`src/rtl/bram_fifo_pkg.sv`:
```
// bram_fifo_pkg: sizing helpers shared by the BRAM-backed FIFO controller and its output buffer.
package bram_fifo_pkg;
    localparam int OBUF_DEPTH = 2;

    function automatic int fifo_depth(input int aw);
        return 1 << aw;
    endfunction

    function automatic int level_width(input int aw);
        return aw + 1;
    endfunction
endpackage

```
`src/rtl/bram_fifo_obuf.sv`:
```
// bram_fifo_obuf: 2-entry in-order queue that absorbs BRAM read returns so the FIFO output is FWFT.
module bram_fifo_obuf #(
    parameter int DWIDTH = 36
) (
    input  logic              clk,
    input  logic              rst_n,
    input  logic              push,
    input  logic [DWIDTH-1:0] push_data,
    input  logic              pop,
    output logic [1:0]        count,
    output logic [DWIDTH-1:0] head,
    output logic              valid
);
    logic [DWIDTH-1:0] e0, e1;
    logic              do_pop;
    logic [1:0]        base;

    assign valid  = count != 2'd0;
    assign head   = e0;
    assign do_pop = pop && valid;
    assign base   = count - {1'b0, do_pop};

    always_ff @(posedge clk or negedge rst_n) begin
        if (!rst_n)
            count <= '0;
        else
            count <= base + {1'b0, push};
    end

    // Pop shifts the tail forward; a push lands in the first slot left free after that shift.
    always_ff @(posedge clk) begin
        e0 <= (push && base == 2'd0) ? push_data : (do_pop ? e1 : e0);
        e1 <= (push && base == 2'd1) ? push_data : e1;
    end
endmodule

```
`src/rtl/bram_fifo_ctrl.sv`:
```
// bram_fifo_ctrl: FWFT FIFO controller driving one BRAM_TDP (port A write-only, port B read-only).
// Defining BRAM_FIFO_ALMOST_EN adds registered almost_full/almost_empty flags.
module bram_fifo_ctrl
    import bram_fifo_pkg::*;
#(
    parameter int AWIDTH    = 10,
    parameter int DWIDTH    = 36,
    parameter int AF_MARGIN = 4,
    parameter int AE_MARGIN = 4
) (
    input  logic              clk,
    input  logic              rst_n,
`ifdef BRAM_FIFO_ALMOST_EN
    output logic              almost_full,
    output logic              almost_empty,
`endif
    input  logic              s_valid,
    output logic              s_ready,
    input  logic [DWIDTH-1:0] s_data,
    output logic              m_valid,
    input  logic              m_ready,
    output logic [DWIDTH-1:0] m_data,
    output logic [AWIDTH:0]   level,
    output logic              mem_wce,
    output logic [AWIDTH-1:0] mem_wa,
    output logic [DWIDTH-1:0] mem_wd,
    output logic              mem_rce,
    output logic [AWIDTH-1:0] mem_ra,
    input  logic [DWIDTH-1:0] mem_rq
);
    localparam int DEPTH = fifo_depth(AWIDTH);
    localparam int LW    = level_width(AWIDTH);

    logic              run, inflight, wr, pop;
    logic [AWIDTH-1:0] wr_ptr, rd_ptr;
    logic [LW-1:0]     mem_count, level_n;
    logic [1:0]        ob_count;

    assign s_ready = run && (mem_count != LW'(DEPTH));
    assign wr      = s_valid && s_ready;
    assign pop     = m_valid && m_ready;
    // Issue only when the returning word is guaranteed a free output-buffer slot.
    assign mem_rce = (mem_count != '0) &&
                     (({1'b0, ob_count} + {2'b0, inflight} - {2'b0, pop}) < 3'(OBUF_DEPTH));
    assign mem_wce = wr;
    assign mem_wa  = wr_ptr;
    assign mem_wd  = s_data;
    assign mem_ra  = rd_ptr;
    assign level_n = mem_count + LW'(wr) + LW'(ob_count) + LW'(inflight) - LW'(pop);

    always_ff @(posedge clk or negedge rst_n) begin
        if (!rst_n) begin
            run       <= 1'b0;
            wr_ptr    <= '0;
            rd_ptr    <= '0;
            mem_count <= '0;
            inflight  <= 1'b0;
            level     <= '0;
        end else begin
            run       <= 1'b1;
            wr_ptr    <= wr_ptr + AWIDTH'(wr);
            rd_ptr    <= rd_ptr + AWIDTH'(mem_rce);
            mem_count <= mem_count + LW'(wr) - LW'(mem_rce);
            inflight  <= mem_rce;
            level     <= level_n;
        end
    end

    bram_fifo_obuf #(.DWIDTH(DWIDTH)) u_obuf (
        .clk       (clk),
        .rst_n     (rst_n),
        .push      (inflight),
        .push_data (mem_rq),
        .pop       (pop),
        .count     (ob_count),
        .head      (m_data),
        .valid     (m_valid)
    );

`ifdef BRAM_FIFO_ALMOST_EN
    always_ff @(posedge clk or negedge rst_n) begin
        if (!rst_n) begin
            almost_full  <= 1'b0;
            almost_empty <= 1'b1;
        end else begin
            almost_full  <= level_n >= LW'(DEPTH + OBUF_DEPTH - AF_MARGIN);
            almost_empty <= level_n <= LW'(AE_MARGIN);
        end
    end
`else
    logic unused_margins;
    assign unused_margins = ^{AF_MARGIN, AE_MARGIN};
`endif
endmodule

```
`config.mk`:
```
export PLATFORM = sky130hd
export DESIGN_NAME = bram_fifo_ctrl
export DESIGN_NICKNAME = d
export VERILOG_FILES = /design/src/rtl/bram_fifo_pkg.sv /design/src/rtl/bram_fifo_obuf.sv /design/src/rtl/bram_fifo_ctrl.sv
export SDC_FILE = /design/constraint.sdc
export NUM_CORES = 1
export LEC_CHECK = 0
export CAP_MARGIN = 20
export CORE_MARGIN = 2
export CORE_UTILIZATION = 42
export DETAILED_ROUTE_END_ITERATION = 8
export GPL_ROUTABILITY_DRIVEN = 0
export GPL_TIMING_DRIVEN = 0
export HOLD_SLACK_MARGIN = 0.1
export PLACE_DENSITY_LB_ADDON = 0.25
export SYNTH_ARGS = -nofsm -noshare
export SYNTH_HDL_FRONTEND = slang
export SYNTH_SLANG_ARGS = --single-unit
export TNS_END_PERCENT = 1
```
`constraint.sdc`:
```
create_clock -name clk -period 3.8 [get_ports clk]
set_input_delay 0.57 -clock clk [delete_from_list [all_inputs] [get_ports clk]]
set_output_delay 0.57 -clock clk [all_outputs]
set_load 0.1 [all_outputs]
```
== Word-level counts from Yosys, hierarchy flattened ==
Cells that the tools add are included.
Storage, ports and cells
  register bits: 118
  output and inout port bits: 107
  input port bits: 76
  word-level logic and storage cells: 36
Cells by class
  $add $sub $neg: 11
  multiplexer cells: 2
  reductions and logical operators: 11
  $lt $le $gt $ge: 1
  eq/ne operators: 2
Operators by type and width (number)
  36-bit two-way mux: 2
  11-bit by 1-bit adder with 11-bit output: 2
  11-bit by 1-bit subtractor with 11-bit output: 2
  10-bit by 1-bit adder with 10-bit output: 2
  11-bit by 2-bit adder with 11-bit output: 1
  11-bit inequality test (second input constant): 1
  11-bit nonzero test: 1
  1-bit logical AND: 7
  2-bit nonzero test: 2
  2-bit by 1-bit adder with 3-bit output: 1
  3-bit by 2-bit less-than comparator with 1-bit output (second input constant): 1
  3-bit by 1-bit subtractor with 3-bit output: 1
  2-bit by 1-bit adder with 2-bit output: 1
  2-bit by 1-bit equality test with 1-bit output (second input constant): 1
  2-bit logical NOT: 1
  2-bit by 1-bit subtractor with 2-bit output: 1

== Longest topological paths before layout ==
Gate-level depths: netlist of run 1.
  depth after elaboration: 7
  mapped depth: 18
  depth with buffers taken out: 17

== Hierarchy ==
Synthesis of run 1 repeated with hierarchy kept, for this count alone.
Unflattened totals
  cells, all modules: 429
  area total of the unflattened synthesis: 5855.6 sq um
Modules (own cells, without submodules)
  bram_fifo_ctrl: times used 1, area an instance 2962.8 sq um, sequential area each 1101.1 sq um, cells an instance 303
  bram_fifo_obuf: times used 1, area an instance 2892.8 sq um, sequential area each 2212.1 sq um, cells an instance 126

== Worst setup path after synthesis of run 1 ==
No wires, ideal clock.
  kind: reg-to-reg
  from: register mem_count[6]
  to: register level[9]
  path buffers: 2
  cell stages (with the launch flop): 19
  arrival time: 5.932 ns
  setup slack: -2.212 ns
  library setup time: 0.080 ns
  data required time: 3.720 ns
  period minus slack after synthesis: 6.012 ns
  path through: dfrtp_1 > clkbuf_1 > nor2_1 > a41oi_1 > and2_1 > ha_1 > ha_1 > buf_2 > nand3_1 > or2_1 > nand2_1 > inv_1 > ha_1 > inv_1 > a211oi_2 > a311oi_2 > o211ai_2 > a22oi_2 > xnor2_1
Between the ends
  word-level cells in the longest chain between the ends: 7
RTL lines
  from (decl): RTL line bram_fifo_ctrl.sv:36  | logic [LW-1:0] mem_count, level_n;
  from (signal assigned): RTL line bram_fifo_ctrl.sv:63  | mem_count <= mem_count + LW'(wr) - LW'(mem_rce);
  11-bit inequality test: RTL line bram_fifo_ctrl.sv:39  | assign s_ready = run && (mem_count != LW'(DEPTH));
  1-bit logical AND: RTL line bram_fifo_ctrl.sv:39
  net s_ready: RTL line bram_fifo_ctrl.sv:18  | output logic s_ready,
  1-bit logical AND: RTL line bram_fifo_ctrl.sv:40  | assign wr = s_valid && s_ready;
  net mem_wce: RTL line bram_fifo_ctrl.sv:24  | output logic mem_wce,
  11-bit by 1-bit adder with 11-bit output: RTL line bram_fifo_ctrl.sv:49  | assign level_n = mem_count + LW'(wr) + LW'(ob_count) + LW'(inflight) - LW'(pop);
  11-bit by 2-bit adder with 11-bit output: RTL line bram_fifo_ctrl.sv:49
  11-bit by 1-bit adder with 11-bit output: RTL line bram_fifo_ctrl.sv:49
  11-bit by 1-bit subtractor with 11-bit output: RTL line bram_fifo_ctrl.sv:49
  net level_n[9]: RTL line bram_fifo_ctrl.sv:36
  to (signal assigned): RTL line bram_fifo_ctrl.sv:65  | level <= level_n;
  to (decl): RTL line bram_fifo_ctrl.sv:23  | output logic [AWIDTH:0] level,
The timed path passes the listed nets, and every way through them passes these cells.
A chain may end at the register's enable or synchronous reset.

== Worst setup path in the final report of run 1 ==
  from: register mem_count[9]
  to: register level[10]
Between the ends
  word-level cells in the longest chain between the ends: 7
RTL lines (RTL line)
  11-bit inequality test: bram_fifo_ctrl.sv:39
  1-bit logical AND: bram_fifo_ctrl.sv:39
  1-bit logical AND: bram_fifo_ctrl.sv:40
  11-bit by 1-bit adder with 11-bit output *: bram_fifo_ctrl.sv:49
  11-bit by 2-bit adder with 11-bit output *: bram_fifo_ctrl.sv:49
  11-bit by 1-bit adder with 11-bit output *: bram_fifo_ctrl.sv:49
  11-bit by 1-bit subtractor with 11-bit output *: bram_fifo_ctrl.sv:49
  net level_n[10]: bram_fifo_ctrl.sv:36
Mark *: on every way through the listed nets, which the timed path passes. The rest lies on a longest branch.

==> impl_metrics.py, run 1 <==
metrics = {
    "status": {
        "status": "complete, no violations",
    },
    "yosys": {
        "synth_cell_types": 57,
        "synthAdderAreaFrac_pct": 4.65,
        "synth.most_common_cell": "edfxtp_1",
        "yosys-top-cells-area": "edfxtp_1, dfrtp_1, mux2_2",
        "ys_seq_area_share_pct": 59.2,
        "syn_inst": 411,
        "ys.flop_type": "edfxtp_1",
        "yosysTopAreaCellShare_pct": 38.6,
        "ys_top_cells_by_count": "edfxtp_1, dfrtp_1, buf_4, mux2_2, xnor2_1",
        "synthXorXnorAreaFrac_pct": 8.22,
        "yosys.area.top_type": "edfxtp_1",
        "synthSimpleGateAreaFrac_pct": 7.98,
        "netlist_area_um2": 5600,
        "synthMuxAreaShare_pct": 7.77,
        "synth-async-reset-ratio_pct": 39.0,
        "syn_avg_cell_area_um2": 13.6,
        "synth-edff-count": 72,
        "syn_nets": 506,
        "synth_compound_area_share_pct": 5.05,
        "ys_ff_latch": 118,
        "synth-warning-count": 0,
        "synth_top_family_by_area": "XOR/XNOR gates",
    },
    "grt": {
        "grt_use_total_pct": 16.8,
        "grt_pass1_vias": 3750,
        "grt_pass1_wl_mm": 18.7,
        "grt_overflow": 0,
        "grt_max_degree": 37,
        "antenna_found_initial": 0,
    },
    "critical_path": {
        "rr_worst_depth": 14,
        "cpLargestDelayFamily": "adder cells",
        "critPathArrivalTime_ns": 4.02,
        "worst-path-buf-inv": 2,
        "cp-start-kind": "register",
        "regToRegStartpoint": "mem_count[9]",
        "cp_max_fo": 5,
        "cpPeakStageDelay_ns": 0.45,
        "critPathKind": "register to register",
        "reg2reg_slack_ns": 0.11,
        "required_ns": 4.13,
        "crit_chain": "nor4_4, a41oi_4, and2_4, ha_4, inv_2, ha_4, fa_2, fa_2, buf_4, a21oi_1, o2111a_1, o21ai_2, o211a_1, a211oi_2",
        "cp.depth": 14,
        "r2r-end": "level[10]",
        "slowest_stage": "dfrtp_2",
        "cp-end-kind": "register",
    },
    "floorplanning": {
        "dieArea_um2": 14300,
        "start_util_pct": 42.6,
        "core_um2": 13100,
        "die_w_um": 119,
        "std_cell_rows": 42,
        "dieHeight_um": 119,
        "io_pins": 183,
    },
    "final_layout": {
        "syn_to_final_growth_pct": 46.3,
        "stdcell_count": 779,
        "drive_above_1_share_pct": 26.4,
        "fin_nets": 685,
        "n_antenna_cell": 0,
    },
    "timing": {
        "setup_violations": 0,
        "finClkSkew_ns": 0.00660,
        "fin_ws_ns": 0.108,
        "hold_viol_final": 0,
        "max_freq_mhz": 271,
        "fin_crit_sh_pct": 97.2,
        "rsz0062_at_grt": "yes",
        "max_slew_margin_pct": 32.1,
        "min_period_ns": 3.69,
        "worst_slew_pin_slew_ns": 1.02,
        "slew_viol_final": 0,
        "fin_setup_tns_ns": 0,
    },
    "job": {
        "maxCapViolCount": 0,
    },
    "clocking": {
        "cts_buffer_depth": 2,
        "cts_made_buffers": 17,
        "root_buffer": "clkbuf_16",
        "clkSinkCount": 118,
        "clock_latency_ns": 0.41,
        "cts_tree": "yes",
        "path_clk_slew_ns": 0.05,
        "h-tree-depth": 4,
    },
    "place": {
        "place_inst": 735,
        "place_ws_ns": -0.501,
        "hpwl_mm": 8.49,
        "io_buffers": 146,
    },
    "routing": {
        "first_pass_iters": 4,
        "routed_wl_mm": 11.7,
        "viasPerCell": 4.90,
        "drt-wirelength-per-cell_um": 15.0,
        "drc": 0,
        "ant_nets": 0,
        "num_vias": 3817,
        "first_iter_violations": 242,
    },
    "worst_hold_path": {
        "hold_path.class": "input port to asynchronous set/reset pin",
    },
}
## worst reg2reg max path, stage by stage (launching register included)
cell	delay (ns)
dfrtp_2	0.45
nor4_4	0.38
a41oi_4	0.15
and2_4	0.20
ha_4	0.26
inv_2	0.05
ha_4	0.22
fa_2	0.41
fa_2	0.40
buf_4	0.15
a21oi_1	0.23
o2111a_1	0.27
o21ai_2	0.08
o211a_1	0.24
a211oi_2	0.13
## per-stage QoR
step / cell area (µm²) / util (%) / hold slack, ns
floorplan: 5710 / - / 0.274
global route: 8190 / 62.4 / 0.167
global placement: 7390 / 56.3 / 0.463
CTS: 8130 / 61.9 / 0.130
detailed placement: 7440 / 56.6 / 0.465
finish: 8190 / 62.4 / 0.131
## cell usage in the layout, fill, tap and decap left out, drive strengths merged, types with 3 or more instances in the layout
master / instances
fa: 3
dfrtp: 46
buf: 53
a21oi: 6
inv: 22
clkdlybuf4s50: 144
nor2: 11
or2: 3
xor2: 11
clkbuf: 25
nand2: 21
a41oi: 3
xnor2: 36
and3: 9
edfxtp: 72
clkinv: 9
ha: 16
bufinv: 5
nand3: 16
mux2: 36
mux2i: 3
and2: 4
nand4: 5
a31oi: 3
nor3: 5
o21ai: 8
## what timing repair did
item / in CTS / in global routing
resized for setup: 9 / 6
buffers inserted: 5 / 7
hold buffers: 0 / 0
setup endpoints to repair: 2 / 7
cloned: 0 / 0
pin swaps: 9 / 6
## routing by layer
metal / vias up / global-route usage (%) / share of wire [%]
met5: - / 0 / 0
met4: 0 / 7.87 / 2.3
met3: 23 / 4.31 / 5.9
met2: 153 / 26.2 / 48
met1: 1848 / 22.0 / 44
li1: 1793 / - / -
## registers in the layout, indices dropped and copies added, names as in the netlist
| register | count |
|---|---|
| inflight | 1 |
| mem_count | 11 |
| run | 1 |
| u_obuf.head | 36 |
| u_obuf.e1 | 36 |
| level | 11 |
| mem_ra | 10 |
| mem_wa | 10 |
| u_obuf.count | 2 |
## kinds of logic after synthesis
logic type	count (synthesis)
flops	118
simple gates	84
buf+inv	68
xor+xnor	47
mux	39
compound gates	35
fa+ha+maj	19
other cells	1
## layout make-up
cell class              count  area, µm²
clock buffers              18        429
repair buffers            160       1580
inverters                  24       95.1
clock inverters            14        208
flip-flops and latches    118       3320
fillers                  1033       4940
plain buffers              44        315
multi-input cells         225       2020
well taps                 176        220
## worst max-delay path by stage
stage / slack [ns] / end / startpoint
6_report: 0.11 / level[10] / mem_count[9]
3_5_place_dp: -0.50 / mem_rce / m_ready
5_1_grt: -0.08 / mem_count[10] / u_obuf.count[1]
4_1_cts: 0.002 / level[10] / mem_count[5]
3_3_place_gp: -0.84 / u_obuf.head[16] / m_ready
2_1_floorplan: -0.31 / level[10] / mem_count[9]
Power of run 1 is not shown: default switching activity piles up to over one toggle a cycle in this logic, so the estimate is an artifact.
==> run 2, diff against run 1 <==
--- a/config.mk
+++ b/config.mk
@@ -7,7 +7,7 @@
 export LEC_CHECK = 0
 export CAP_MARGIN = 20
 export CORE_MARGIN = 2
-export CORE_UTILIZATION = 42
+export CORE_UTILIZATION = 43
 export DETAILED_ROUTE_END_ITERATION = 8
 export GPL_ROUTABILITY_DRIVEN = 0
 export GPL_TIMING_DRIVEN = 0
@@ -15,5 +15,6 @@
 export PLACE_DENSITY_LB_ADDON = 0.25
 export SYNTH_ARGS = -nofsm -noshare
 export SYNTH_HDL_FRONTEND = slang
+export SYNTH_HIERARCHICAL = 1
 export SYNTH_SLANG_ARGS = --single-unit
 export TNS_END_PERCENT = 1
==> run 2 against run 1 <==
  * Non-clock buffer count shrank 2
  * Global-route usage rose by 0.25 points
  * Critical path depth increased by 5
  * Critical endpoint unchanged
  * Flip-flop and latch count unchanged
  * Register-to-register slack got worse by 0.13 ns
  * The run now ends with setup timing left
  * Via count down 0.68%
  * Synthesized cell count grew 4.4%
  * Maximum frequency shrank 3.3%
==> impl_metrics.py, run 2 <==
metrics = {
    "clocking": {
        "path_clk_slew_ns": 0.06,
        "h-tree-depth": 4,
        "cts_tree": "yes",
        "cts_buffer_depth": 2,
        "clock_latency_ns": 0.41,
        "cts_made_buffers": 17,
        "clkSinkCount": 118,
        "root_buffer": "clkbuf_16",
    },
    "place": {
        "hpwl_mm": 8.64,
        "place_ws_ns": -0.356,
        "io_buffers": 146,
    },
    "worst_hold_path": {
        "min_from": "mem_ra[9]",
        "hold_path.class": "register to register",
        "holdPathStages": 1,
        "min_to": "mem_ra[9]",
    },
    "final_layout": {
        "layout_commonest_cell": "clkdlybuf4s50_1",
        "regArea_um2": 3320,
        "multi_input_area_um2": 2270,
        "final_cell_mix": "clkdlybuf4s50_1, edfxtp_1, buf_4",
        "fin_nets": 700,
        "fillers": 1002,
        "syn_to_final_growth_pct": 44.4,
        "n_antenna_cell": 0,
        "drive_above_1_share_pct": 28.5,
    },
    "yosys": {
        "synth-warning-count": 6,
        "yosysTopAreaCellShare_pct": 36.9,
        "ys_seq_area_share_pct": 56.6,
        "synth_cell_types": 60,
        "synth.most_common_cell": "edfxtp_1",
        "syn_avg_cell_area_um2": 13.6,
        "yosys.area.top_type": "edfxtp_1",
        "synth-async-reset-ratio_pct": 39.0,
        "ys_ff_latch": 118,
        "netlist_area_um2": 5860,
        "yosys-top-cells-area": "edfxtp_1, dfrtp_1, mux2_4",
        "syn_nets": 527,
        "synth-edff-count": 72,
        "ys_top_cells_by_count": "edfxtp_1, dfrtp_1, xnor2_1",
        "ys.flop_type": "edfxtp_1",
        "syn_inst": 429,
    },
    "job": {
        "maxCapViolCount": 0,
    },
    "critical_path": {
        "reg2reg_slack_ns": -0.02,
        "cp-end-kind": "register",
        "cp-start-kind": "register",
        "regToRegStartpoint": "mem_count[3]",
        "crit_start": "mem_count[3]",
        "critPathKind": "register to register",
        "r2r-end": "level[10]",
        "crit_chain": "buf_6, nor4_4, nand3_2, o21a_4, and2_4, ha_4, inv_2, ha_4, fa_2, inv_2, fa_2, nand2_2, or2_1, a222oi_1, buf_4, a221oi_2, o41ai_2, o21ba_1, xnor2_1",
        "cpPeakStageDelay_ns": 0.38,
        "cp_max_fo": 9,
        "critPathArrivalTime_ns": 4.11,
        "required_ns": 4.09,
        "rr_worst_depth": 19,
        "slowest_stage": "dfrtp_1",
    },
    "timing": {
        "max_freq_mhz": 262,
        "finClkSkew_ns": 0.0115,
        "worst_slew_pin_slew_ns": 1.01,
        "rsz0062_at_grt": "yes",
        "hold_viol_final": 0,
        "slew_viol_final": 0,
        "fin_crit_sh_pct": 101,
        "max_slew_margin_pct": 32.2,
        "setup_violations": 1,
        "fin_ws_ns": -0.0198,
        "min_period_ns": 3.82,
    },
    "grt": {
        "antenna_found_initial": 0,
        "grt_max_degree": 37,
        "grt_overflow": 0,
        "grt_use_total_pct": 17.1,
        "grt_pass1_wl_mm": 19.2,
        "grt_pass1_vias": 3873,
    },
    "status": {
        "status": "finished with violations",
        "violations": "setup timing",
    },
    "routing": {
        "viasPerCell": 4.79,
        "first_pass_iters": 4,
        "ant_nets": 0,
        "first_iter_violations": 187,
        "drc": 0,
        "drt-wirelength-per-cell_um": 15.3,
        "routed_wl_mm": 12.1,
        "num_vias": 3791,
    },
    "floorplanning": {
        "core_um2": 13300,
        "std_cell_rows": 42,
        "dieArea_um2": 14600,
        "dieHeight_um": 121,
        "io_pins": 183,
        "die_w_um": 121,
        "start_util_pct": 44.0,
    },
}
[run 2: cell types whose count changed after synthesis, moves of 5 or more]
cell	delta
and3_1	-5
clkbuf_1	-5
xnor2_1	+11
mux2_4	+29
nor2_1	+7
mux2_2	-29
[run 2: cell type report]
cell class | instances | share of cell area (%)
clock buffer | 19 | 5.12
clock inverter | 13 | 2.13
buffer | 48 | 4.81
tap | 176 | 2.60
multi-input combinational | 237 | 26.8
inverter | 26 | 1.15
sequential | 118 | 39.2
timing repair buffer | 154 | 18.1
[run 2: worst max-delay path: cells and delay by family (launching register included)]
kind / cells / cell delay [ns]
buffers and inverters: 4 / 0.43
and+or+nand+nor: 5 / 0.78
adders and majority gates: 4 / 1.03
AOI/OAI and AO/OA: 5 / 0.97
xor gates and xnor gates: 1 / 0.11
DFF: 1 / 0.38
[run 2: logic make-up (layout without fill, tap and decap cells)]
kind of cell	Yosys count	count (layout)	synth area share, %
DFF	118	118	56.6
and+or+nand+nor	84	84	7.46
buffers and inverters	74	260	8.40
xor gates and xnor gates	56	56	8.95
muxes	37	37	8.95
AOI/OAI and AO/OA	36	36	4.34
adders and majority gates	23	23	5.26
other	1	1	0.0640
[run 2: worst max-delay path by stage]
stage / endpoint / slack (ns) / cells past startpoint
global route: level[10] / -0.25 / 19
detailed placement: level[10] / -0.36 / 17
global placement: mem_rce / -0.24 / 7
finish: level[10] / -0.02 / 19
floorplan: level[10] / -0.14 / 17
CTS: level[10] / -0.09 / 19
[run 2: per-layer routing]
metal / vias up / share of wire, % / GRT usage, %
met1: 1820 / 44 / 21.2
met5: - / 0 / 0
li1: 1807 / - / -
met2: 149 / 49 / 28.3
met4: 0 / 1.1 / 5.96
met3: 15 / 6.2 / 5.14
[run 2: repair_timing]
action	4_1_cts	5_1_grt
buffers inserted	2	4
resized for setup	11	10
endpoints found under the hold margin	10	0
hold buffers	1	0
pin swaps	3	3
setup endpoints to repair	6	5
[run 2: stage by stage]
step | area, µm² | hold slack (ns) | setup TNS (ns) | instances | util (%)
4_1_cts | 8380 | 0.478 | -0.0942 | 787 | 63.0
3_5_place_dp | 7690 | 0.467 | -1.03 | 752 | 57.8
2_1_floorplan | 5990 | 0.274 | -0.547 | 429 | -
3_3_place_gp | 7670 | 0.461 | -0.631 | 751 | 57.7
5_1_grt | 8460 | 0.507 | -0.521 | 791 | 63.6
6_report | 8460 | 0.472 | -0.0198 | 791 | 63.6
Power of run 2 is left out for the same reason.
